`config.mk`:
```
export PLATFORM = sky130hd
export DESIGN_NAME = cluster_icache_flush_sequencer
export DESIGN_NICKNAME = d
export VERILOG_FILES = /design/src/rtl/cluster_icache_flush_sequencer.sv
export SDC_FILE = /design/constraint.sdc
export NUM_CORES = 1
export LEC_CHECK = 0
export BUFFER_PORTS_ARGS = -buffer_cell sky130_fd_sc_hd__buf_2
export CAP_MARGIN = 10
export CELL_PAD_IN_SITES_DETAIL_PLACEMENT = 0
export CELL_PAD_IN_SITES_GLOBAL_PLACEMENT = 1
export CORE_MARGIN = 5
export CORE_UTILIZATION = 35
export CTS_CLUSTER_SIZE = 10
export DETAILED_ROUTE_END_ITERATION = 10
export GPL_ROUTABILITY_DRIVEN = 1
export GPL_TIMING_DRIVEN = 0
export PLACE_DENSITY_LB_ADDON = 0.08
export SLEW_MARGIN = 20
export SYNTH_ARGS = -nofsm -noshare
export SYNTH_HDL_FRONTEND = slang
export SYNTH_SLANG_ARGS = --single-unit
```
`constraint.sdc`:
```
create_clock -name clk_i -period 2.1 [get_ports clk_i]
set_input_delay 0.63 -clock clk_i [delete_from_list [all_inputs] [get_ports clk_i]]
set_output_delay 0.63 -clock clk_i [all_outputs]
set_load 0.05 [all_outputs]
```
`src/rtl/cluster_icache_flush_sequencer.sv`:
```
// Purpose : cache-side flush responder; walks every line index and issues invalidates
//           to the tag array for the fetch ports being flushed, stalling their lookups.
// Latency : pulse in cycle t -> WALK t+2..t+1+NR_LINES, DONE t+2+NR_LINES, ready t+3+NR_LINES.
// Backpressure: inv_ready_i low holds inv_idx_o/inv_port_mask_o; each stalled cycle adds one cycle.
//
// Ports:
//   clk_i, rst_ni                 clock, asynchronous active-low reset
//   flush_valid_i[N]              per-port flush request pulse (always accepted)
//   flush_ready_o[N]              1 = nothing pending or active for that port
//   inv_valid_o/inv_ready_i       invalidate handshake to the tag array
//   inv_idx_o, inv_port_mask_o    line index and ports invalidated by the request
//   lookup_stall_o[N]             blocks lookups on ports under flush
//   busy_o                        walk in progress or any request pending
//
// Optional feature: define CLUSTER_ICACHE_FLUSH_COALESCE_EN to flush all pending
// ports in a single walk instead of one port per walk chosen round-robin.
module cluster_icache_flush_sequencer #(
  parameter int NR_FETCH_PORTS = 1,
  parameter int NR_LINES       = 32,
  parameter int LINE_IDX_W     = $clog2(NR_LINES)
) (
  input  logic                      clk_i,
  input  logic                      rst_ni,
  input  logic [NR_FETCH_PORTS-1:0] flush_valid_i,
  output logic [NR_FETCH_PORTS-1:0] flush_ready_o,
  output logic                      inv_valid_o,
  input  logic                      inv_ready_i,
  output logic [LINE_IDX_W-1:0]     inv_idx_o,
  output logic [NR_FETCH_PORTS-1:0] inv_port_mask_o,
  output logic [NR_FETCH_PORTS-1:0] lookup_stall_o,
  output logic                      busy_o
);

  typedef enum logic [1:0] {IDLE, WALK, DONE} state_t;

  state_t                    r_state;
  logic [NR_FETCH_PORTS-1:0] r_pending;
  logic [NR_FETCH_PORTS-1:0] r_active;
  logic [LINE_IDX_W-1:0]     r_idx;

  logic [NR_FETCH_PORTS-1:0] w_grant;  // ports that start a walk when leaving IDLE
  logic [NR_FETCH_PORTS-1:0] w_clr;    // pending bits consumed this cycle

`ifdef CLUSTER_ICACHE_FLUSH_COALESCE_EN
  assign w_grant = r_pending;
`else
  localparam int PTR_W = (NR_FETCH_PORTS > 1) ? $clog2(NR_FETCH_PORTS) : 1;

  logic [PTR_W-1:0] r_rr_ptr;
  logic [PTR_W-1:0] w_sel;
  logic [PTR_W-1:0] w_rr_next;
  logic             w_found;

  // First pending port at or after r_rr_ptr, wrapping around.
  always_comb begin
    int unsigned p;
    p       = 0;
    w_sel   = '0;
    w_found = 1'b0;
    for (int k = 0; k < NR_FETCH_PORTS; k++) begin
      p = (int'(r_rr_ptr) + k) % NR_FETCH_PORTS;
      if (!w_found && r_pending[p]) begin
        w_found = 1'b1;
        w_sel   = PTR_W'(p);
      end
    end
  end

  assign w_rr_next = (w_sel == PTR_W'(NR_FETCH_PORTS - 1)) ? '0 : w_sel + 1'b1;
  assign w_grant   = w_found ? (NR_FETCH_PORTS'(1) << w_sel) : '0;
`endif

  assign w_clr = (r_state == IDLE) ? w_grant : '0;

  always_ff @(posedge clk_i or negedge rst_ni) begin
    if (!rst_ni) begin
      r_state   <= IDLE;
      r_pending <= '0;
      r_active  <= '0;
      r_idx     <= '0;
`ifndef CLUSTER_ICACHE_FLUSH_COALESCE_EN
      r_rr_ptr  <= '0;
`endif
    end else begin
      // A pulse landing on the same port being consumed re-arms it: lines
      // already swept may be refilled before the current walk finishes.
      r_pending <= (r_pending & ~w_clr) | flush_valid_i;
      case (r_state)
        IDLE: begin
          if (|r_pending) begin
            r_active <= w_grant;
            r_idx    <= '0;
`ifndef CLUSTER_ICACHE_FLUSH_COALESCE_EN
            r_rr_ptr <= w_rr_next;
`endif
            r_state  <= WALK;
          end
        end
        WALK: begin
          if (inv_ready_i) begin
            if (r_idx == LINE_IDX_W'(NR_LINES - 1)) begin
              r_state <= DONE;
            end else begin
              r_idx <= r_idx + 1'b1;
            end
          end
        end
        DONE: begin
          r_active <= '0;
          r_idx    <= '0;
          r_state  <= IDLE;
        end
        default: r_state <= IDLE;
      endcase
    end
  end

  assign flush_ready_o   = ~r_pending & ~r_active;
  assign inv_valid_o     = (r_state == WALK);
  assign inv_idx_o       = r_idx;
  assign inv_port_mask_o = r_active;
  assign lookup_stall_o  = r_active;
  assign busy_o          = (r_state != IDLE) | (|r_pending);

endmodule

```
==> results.toml <==
[placement]
gp_congestion = 0.766
dp_hpwl_um = 785
numPortBuffers = 13

[logic_synthesis]
synth_cell_type_count = 22
yosysSeqAreaShare = 0.495
synth-seq-cells = 9
netlist_instances = 40
ys_warn_count = 0
synth_nets = 46
avgSynthCellArea_um2 = 11.4
synth_area_um2 = 455

[floorplanning]
dieArea_mm2 = 0.00212
num_rows = 13
start_util = 0.359
pin_count = 14
die_x_um = 46.1
die_y_um = 46.1
core-area_mm2 = 0.00127

[drt]
vias = 389
drt_drc_violations_left = 0
routedWlPerCell_um = 13.3
detail_route.iter0.violations = 3
via_per_inst = 5.40
route.final.wire_length_um = 959
ant_nets = 0
drtPass1Iterations = 3

[worst_setup_path]
ff2ff_setup_slack_ns = 0.14
critPathLaunch = "inv_idx_o[0]$_DFFE_PN0P_"
cp.depth = 6
cpMostUsedCell = "ha_1"
critPathSlowestCell = "dfrtp_1"
path_buf_inv = 0
cp-endpoint = "inv_idx_o[3]$_DFFE_PN0P_"
cp_max_fo = 5
crit_family = "simple AND/OR/NAND/NOR gates"
endpoint_kind = "flip-flop"
critical_path_required_ns = 2.24
critPathMaxStageDelay_ns = 0.42
r2r-start = "inv_idx_o[0]$_DFFE_PN0P_"
critPathArrivalTime_ns = 2.10
rr_worst_depth = 6
crit_type = "flip-flop to flip-flop"
path_cells = "ha_1, and3_1, ha_1, nand4bb_2, and2_4, a211o_1"
cp-start-kind = "flip-flop"
r2r_end = "inv_idx_o[3]$_DFFE_PN0P_"

[timing]
setup_viol = 0
period_share = 0.933
drv_slew = 0
max_freq_mhz = 510
rsz0062_at_grt = "no"
relSlewSlack = 0.749
final-hold-violation-count = 0
finalClockSkew_ns = 0.00179
post-route-min-period_ns = 1.96
tightest_slew_ns = 0.375
setup_tns_ns = 0

[clocking]
htree_levels = 1
root_buffer = "clkbuf_4"
post-cts-setup-buffers = 0
clk_pin_slew_ns = 0.06
clock_latency_ns = 0.25
clock-sinks = 9
ctsHoldBuffers = 0
cts_tree = "yes"
cts_buffer_depth = 2
cts_buffers = 3
cts_resized = 0

[layout]
antennaDiodeCount = 0
final_nets = 64
drive_gt1_frac = 0.368
fillerInstances = 132
syn_to_final_growth_pct = 24.2
final_util = 0.446

[global_route]
grt_pass1_vias = 358
gr-total-overflow = 0
grt_pass1_wl_mm = 1.62
antenna_found_initial = 0
grt_use_total = 0.113
grt_max_degree = 10

[pwr]
ir_worst_vdd_uv = 826
p_leak_nw = 0.265
p_per_area_mw_per_mm2 = 1650

[status]
status = "completed"

[flow_run]
cap_violations = 0

[worst_hold_path]
hold_path.class = "input pin to async pin"
==> logic make-up after synthesis <==
logic type	Yosys count	synth area share
simple gates	14	0.209
compound gates	12	0.209
flops	9	0.495
buf+inv	3	0.0330
fa+ha+maj	2	0.0549
==> synthesized netlist by cell type, drive strengths merged <==
cell	instances	area share
and3	3	0.041
o21ai	2	0.022
nand3	2	0.022
nand2b	2	0.027
a211o	1	0.019
dfrtp	9	0.49
o2bb2ai	2	0.038
inv	2	0.016
nand4bb	1	0.036
nor3b	1	0.016
ha	2	0.055
a311oi	1	0.019
and2	1	0.019
a22o	2	0.038
a2111oi	1	0.033
or3	1	0.014
nand3b	1	0.016
o21bai	1	0.016
a21oi	2	0.022
buf	1	0.016
nor2	2	0.016
==> placed cells by master, fill, tap and decap left out <==
master      n
o21bai_1    1
and2_4      1
o21ai_0     2
a22o_1      2
dfrtp_1     9
nand3b_1    1
inv_2       1
nand2b_1    2
a311oi_1    1
a211o_1     1
nor2_1      2
nand3_1     2
ha_1        2
nor3b_1     1
buf_2      13
nand4bb_2   1
a2111oi_2   1
buf_4       1
a21oi_1     2
inv_1       1
clkbuf_4    3
and3_1      3
o2bb2ai_1   2
or3_1       1
clkbuf_1    1
==> routing by layer <==
layer / wire (µm) / up-vias / GRT usage
li1: - / 188 / -
met1: 431 / 190 / 0.142
met2: 456 / 9 / 0.154
met3: 64 / 2 / 0.0352
met4: 7 / 0 / 0.0966
met5: 0 / - / 0
==> worst min-delay path by stage <==
| stage | start | endpoint | slack, ns | cells after the start |
|---|---|---|---|---|
| floorplan | rst_ni | inv_idx_o[0]$_DFFE_PN0P_ | 0.33 | 0 |
| global placement | rst_ni | inv_idx_o[0]$_DFFE_PN0P_ | 0.49 | 1 |
| detailed placement | rst_ni | inv_idx_o[2]$_DFFE_PN0P_ | 0.50 | 1 |
| CTS | rst_ni | inv_idx_o[0]$_DFFE_PN0P_ | 0.22 | 1 |
| global route | rst_ni | inv_idx_o[0]$_DFFE_PN0P_ | 0.21 | 1 |
| finish | rst_ni | r_state[0]$_DFFE_PN0P_ | 0.22 | 1 |
==> layout make-up <==
cell class	instances	area (µm²)	share of cell area
plain buffers	1	7.51	0.0133
multi-input cells	28	215	0.381
clock buffers	4	26.3	0.0465
repair buffers	13	65.1	0.115
well taps	15	18.8	0.0332
flip-flops and latches	9	225	0.398
inverters	2	7.51	0.0133
==> state kept, by name, indices dropped and copies added (netlist names) <==
| name | flops |
|---|---|
| inv_idx_o | 5 |
| r_state | 2 |
| inv_port_mask_o | 1 |
| r_pending | 1 |
==> through the flow <==
stage | cells | hold slack (ns) | setup WS [ns] | instance area [µm²] | power, mW
6_report | 72 | 0.218 | 0.140 | 566 | 0.934
5_1_grt | 72 | 0.206 | 0.0191 | 566 | 0.994
4_1_cts | 72 | 0.215 | 0.121 | 566 | 0.947
3_5_place_dp | 68 | 0.498 | 0.129 | 539 | 0.812
3_3_place_gp | 68 | 0.488 | 0.158 | 539 | 0.800
2_1_floorplan | 40 | 0.334 | 0.00942 | 455 | 0.691
==> where the power goes <==
| group | switching (mW) | internal [mW] |
|---|---|---|
| combinational | 0.354 | 0.146 |
| sequential | 0.0692 | 0.235 |
| clock | 0.0573 | 0.0730 |
Power figures use the tool's default switching activity.
